**config.mk**
```make
export PLATFORM = sky130hd
export DESIGN_NAME = mux_arb
export DESIGN_NICKNAME = d
export VERILOG_FILES = /design/src/rtl/mux_arb.sv
export SDC_FILE = /design/constraint.sdc
export NUM_CORES = 1
export LEC_CHECK = 0
export ABC_AREA = 1
export ABC_CLOCK_PERIOD_IN_PS = 1340
export CORE_MARGIN = 4
export CORE_UTILIZATION = 20
export CTS_CLUSTER_DIAMETER = 40
export CTS_CLUSTER_SIZE = 20
export DETAILED_ROUTE_END_ITERATION = 6
export PLACE_DENSITY = 0.76
export SLEW_MARGIN = 30
export SYNTH_ARGS = -nofsm -noshare
export SYNTH_HDL_FRONTEND = slang
export SYNTH_SLANG_ARGS = --single-unit
```
**constraint.sdc**
```tcl
create_clock -name clk -period 1.34 [get_ports clk]
set_input_delay 0.268 -clock clk [delete_from_list [all_inputs] [get_ports clk]]
set_output_delay 0.268 -clock clk [all_outputs]
set_load 0.05 [all_outputs]
```
**src/rtl/mux_arb.sv**
```systemverilog
// Two-port packet arbiter for a flit mux: grants one port per HEAD..TAIL packet,
// round-robin between simultaneous requests, aborts packets that exceed MAXLEN flits.
module mux_arb #(
    parameter int DATAW  = 67,
    parameter int TYPEW  = 3,
    parameter int MAXLEN = 32
) (
    input  logic             clk,
    input  logic             rst,
    input  logic [DATAW-1:0] idata_0,
    input  logic             ivalid_0,
    input  logic [DATAW-1:0] idata_1,
    input  logic             ivalid_1,
    input  logic             ordy,
    output logic             sel,
    output logic             iready_0,
    output logic             iready_1,
    output logic             lock,
    output logic             err
);

    typedef enum logic [1:0] {IDLE, LOCK0, LOCK1} state_t;

    localparam logic [TYPEW-1:0] T_HEAD   = TYPEW'(1);
    localparam logic [TYPEW-1:0] T_TAIL   = TYPEW'(3);
    localparam logic [7:0]       CNT_LAST = 8'(MAXLEN - 1);

    state_t     state, state_nxt;
    logic       prio, prio_nxt;
    logic [7:0] cnt, cnt_nxt;
    logic       sel_nxt;
    logic       err_nxt;

    logic [TYPEW-1:0] type_0, type_1;
    logic             req_0, req_1;
    logic             xfer, xfer_tail;

    // Only the type field steers arbitration; payload bits pass through the external mux.
    logic unused_payload;
    assign unused_payload = ^{idata_0[DATAW-TYPEW-1:0], idata_1[DATAW-TYPEW-1:0]};

    assign type_0 = idata_0[DATAW-1 -: TYPEW];
    assign type_1 = idata_1[DATAW-1 -: TYPEW];
    assign req_0  = ivalid_0 && (type_0 == T_HEAD);
    assign req_1  = ivalid_1 && (type_1 == T_HEAD);

    assign iready_0  = (state == LOCK0) && ordy && !rst;
    assign iready_1  = (state == LOCK1) && ordy && !rst;
    assign lock      = (state != IDLE) && !rst;
    assign xfer      = (ivalid_0 && iready_0) || (ivalid_1 && iready_1);
    assign xfer_tail = (state == LOCK1) ? (type_1 == T_TAIL) : (type_0 == T_TAIL);

    always_ff @(posedge clk) begin
        if (rst) begin
            state <= IDLE;
            prio  <= 1'b0;
            cnt   <= 8'd0;
            sel   <= 1'b0;
            err   <= 1'b0;
        end else begin
            state <= state_nxt;
            prio  <= prio_nxt;
            cnt   <= cnt_nxt;
            sel   <= sel_nxt;
            err   <= err_nxt;
        end
    end

    always_comb begin
        state_nxt = state;
        prio_nxt  = prio;
        cnt_nxt   = cnt;
        sel_nxt   = sel;
        err_nxt   = 1'b0;
        case (state)
            IDLE: begin
                if (req_0 && (!req_1 || !prio)) begin
                    state_nxt = LOCK0;
                    sel_nxt   = 1'b0;
                    cnt_nxt   = 8'd0;
                end else if (req_1) begin
                    state_nxt = LOCK1;
                    sel_nxt   = 1'b1;
                    cnt_nxt   = 8'd0;
                end
            end
            LOCK0, LOCK1: begin
                // A TAIL landing exactly on the length limit is a normal end, not an abort.
                if (xfer) begin
                    cnt_nxt = cnt + 8'd1;
                    if (xfer_tail) begin
                        state_nxt = IDLE;
                        prio_nxt  = (state == LOCK0);
                    end else if (cnt == CNT_LAST) begin
                        state_nxt = IDLE;
                        prio_nxt  = (state == LOCK0);
                        err_nxt   = 1'b1;
                    end
                end
            end
            default: begin
                state_nxt = IDLE;
            end
        endcase
    end

endmodule
```
# Yosys cells after proc, flatten, opt, wreduce, memory -nomap -nowiden
# Index checks and enable logic that the tools add are counted.
[op_classes]
n_addsub = 1
n_eq_ne = 10
mux = 16
n_bitwise = 2
reduce_logical = 26
[op_table]
columns = ["cell", "count"]
rows = [
  ["$mux W8", 3],
  ["$pmux W8 S2", 1],
  ["$logic_and A1 B1 Y1", 10],
  ["$mux W2", 5],
  ["$reduce_and A3 Y1", 3],
  ["$add A8 B1 Y8 const B", 1],
  ["$eq A8 B5 Y1 const B", 1],
  ["$reduce_bool A2 Y1", 4],
  ["$eq A3 B1 Y1 const B", 2],
  ["$eq A3 B2 Y1 const B", 2],
  ["$mux W1", 6],
  ["$ne A3 B3 Y1 const B", 2],
  ["$pmux W2 S2", 1],
  ["$reduce_or A4 Y1", 1],
  ["$logic_not A1 Y1", 3],
  ["$eq A2 B1 Y1 const B", 1],
  ["$eq A2 B2 Y1 const B", 1],
  ["$logic_not A2 Y1", 1],
  ["$logic_or A1 B1 Y1", 2],
  ["$ne A2 B2 Y1 const B", 1],
  ["$not A1 Y1", 2],
  ["$reduce_and A2 Y1", 1],
  ["$reduce_or A2 Y1", 1],
]
[word_totals]
regBits = 13
input_bits = 139

# Depth between registers and ports, before layout
[logic_depth]
ltp_word = 7
depth_mapped = 11
depth_no_buf = 11

# Worst setup path before layout
# Ideal clock, no wire load.
[synth_path]
kind = "flip-flop to output port"
from = "register state[0]"
to = "output lock"
arrival_time_ps = 1307
setup_slack_ps = -235
path_stages_with_launch = 4
n_path_buf = 0
path_cell_list = "dfxtp_1 > inv_1 > ha_1 > nor2_1"
[synth_between]
elab_chain_len = 2
[synth_lines]
columns = ["element", "line", "rtl"]
rows = [
  ["start, declared", "28", "state_t state, state_nxt;"],
  ["start signal, assigned", "61", "state <= state_nxt;"],
  ["$reduce_bool A2 Y1", "49", "assign lock = (state != IDLE) && !rst;"],
  ["$logic_and A1 B1 Y1", "49", ""],
  ["end, declared", "18", "output logic lock,"],
]
# Every way passes these cells.

# Final worst setup path
# Same ends and word-level chain as after synthesis.

==> impl_metrics.toml <==
[run_status]
outcome = "finished with violations"
violations = "setup timing"

[grt]
first_global_vias = 1032
grt_max_degree = 11
track_usage = 0.1060
grt_pass1_wl_mm = 4.581
grt_overflow = 0
antenna_found_initial = 0

[power]
p_leak_nw = 0.7255
peakVddDrop_mv = 0.6365
power_density_nw_per_um2 = 1796
pwr-share-comb = 0.685
switchingPower_mw = 1.361
total_power_mw = 2.999
power.share.clock = 0.122
p_seq_frac = 0.193
internal_power_mw = 1.638
sw_frac_of_total = 0.4539

[placement]
dp.cells = 224
place_hpwl_mm = 1.729
io_buffers = 15
place.gp.congestion = 0.8802

[critical_path]
crit_buf_inv = 4
cp_common_cell = "buf_6"
cp-end-kind = "output port"
worstPathCellList = "inv_4, buf_6, ha_4, buf_6, nor2_4, buf_12"
r2r_setup_slack_ps = -170
critical_path_class = "reg -> out"
critPathSlowestCell = "dfxtp_4"
crit_arrival_ps = 1290
cp-start-kind = "flip-flop"
required_ps = 1070
cpLargestDelayFamily = "buffers and inverters"
crit_path_max_incr_delay_ps = 360
critPathMaxFanout = 3

[clocking]
cts-buffers-inserted = 3
ctsHtreeMaxLevel = 1
tritoncts = "yes"
hold_buffers = 0
clkSinkCount = 13
cts-root-buf = "clkbuf_8"
clock_latency_ps = 250
cts_max_path_buffers = 2
clk_transition_reported_paths_ps = 60

[timing]
maxSlewHeadroom = 0.8236
finalSetupViolations = 16
tightest_slew_ps = 264.7
skew_ps = 3.709
whs_ps = 483.1
fin_crit_sh = 1.166
clock.fmax_mhz = 639.9
setup_ws_ps = -222.7
drv_slew = 0
setup_tns_ps = -2155
rsz0062_at_grt = "yes"
hold_violations = 0
period_minus_slack_ps = 1563

[layout]
drive_above_1_share = 0.4684
final_common_cell = "nand2_1"
n_antenna_cell = 0
post-route-util = 0.3810
final_cell_mix = "nand2_1 (27), buf_4 (24), nor2_1 (18), nand3_1 (12), dfxtp_1 (11)"
fin_nets = 335
fin_cells = 242
area_delta_synth_final_pct = 83.63

[synth]
syn_avg_cell_area_um2 = 6.361
synth.distinct_cells = 23
yosys-top-cells-area = "dfxtp_1 (29%), nand2_1 (15%), nor2_1 (11%)"
yosysSeqAreaShare = 0.2861
netlist_area_um2 = 909.6
synth_fp_nets = 287
synth_top_area_frac = 0.2861
ys_warn_count = 0
synth_cells = 143
ys_seq_elements = 13
yosysTopAreaCell = "dfxtp_1"

[die]
rows = 24
die_y_um = 75.44
dieArea_um2 = 5691
dieWidth_um = 75.44
ios = 144
core_area_um2 = 4384
initial_core_util = 0.2075

[route]
initialDrtViolationCount = 56
routedWlPerCell_um = 13.61
totalWireLength_mm = 3.293
drt.antenna.violating_nets = 0
vias = 1123
via_per_inst = 4.640
firstDrtPassIters = 4
drc = 0

[hold_path]
hp-class = "reg -> reg"

[run]
maxCapViolCount = 0
timing repair:
action                     4_1_cts  5_1_grt
resized for setup               31       32
pin swaps                        9       21
buffers inserted                 6        6
gates cloned                     2        0
setup endpoints to repair       14       16
power groups by stage:
stage          Clock, mW  Combinational (mW)  Sequential, mW
3_3_place_gp           0                1.35           0.550
2_1_floorplan          0               0.968           0.549
5_1_grt            0.396                2.21           0.590
6_report           0.366                2.05           0.579
4_1_cts            0.368                1.69           0.568
3_5_place_dp           0                1.38           0.551
metal layers:
metal	track usage	wire length, um	vias to the layer above
li1	-	-	550
met1	0.1352	1388	538
met2	0.1716	1688	28
met3	0.01055	125	7
met4	0.06408	91	0
met5	0	0	-
cell usage after synthesis:
master     n
clkbuf_8   1
nand3_2    2
ha_1       5
nand2_2    1
nor2_2     1
inv_1     16
or2_2      2
o21bai_1   1
nor3b_1    1
nor2_1    26
buf_4      1
a21oi_1    5
nand4_1    3
xor2_1     1
buf_6      1
nand2_4    1
dfxtp_1   13
o21ai_4    1
nor3_1     2
o21ai_0    2
nand3_1   18
nand2_1   37
inv_2      2
final timing paths:
kind                  from      to  depth (start not counted)
setup reg to reg  state[0]  cnt[0]                         10
hold / removal      cnt[4]  cnt[4]                          2
setup / recovery  state[0]    lock                          6
hold reg to reg     cnt[4]  cnt[4]                          2
sequential cells by signal, summed over array words and instances, names as in the netlist:
name / flops
prio: 1
sel: 1
err: 1
cnt: 8
state: 2
tightest hold or removal path, cell delays in order (launching register included):
cell and delay [ps]:
dfxtp_1 320, nand2_2 60, a21oi_1 50
per-stage QoR:
| stage | setup WS (ps) | cell area (um^2) |
|---|---|---|
| after floorplan | 17.56 | 939.7 |
| after global placement | -409.7 | 1296 |
| after detailed placement | -472.9 | 1296 |
| after CTS | -167.1 | 1511 |
| after global routing | -257.0 | 1670 |
| final | -222.7 | 1670 |
kinds of logic (layout without fill, tap and decap cells):
group	Yosys count	after routing	share of synthesized area
adders and majority gates	5	5	0.06878
AOI/OAI and AO/OA	9	10	0.06465
xor gates and xnor gates	1	1	0.009630
DFF	13	13	0.2861
buffers and inverters	21	66	0.1100
and+or+nand+nor	94	95	0.4608
final cells by class:
cell class                 count  area [um^2]
tap                           52        65.06
sequential                    13        267.8
inverter                      18        82.58
timing repair buffer          44        436.7
fill                         435         2714
clock buffer                   4        45.04
multi-input combinational    111        773.2
Power figures use the tool's default switching activity.
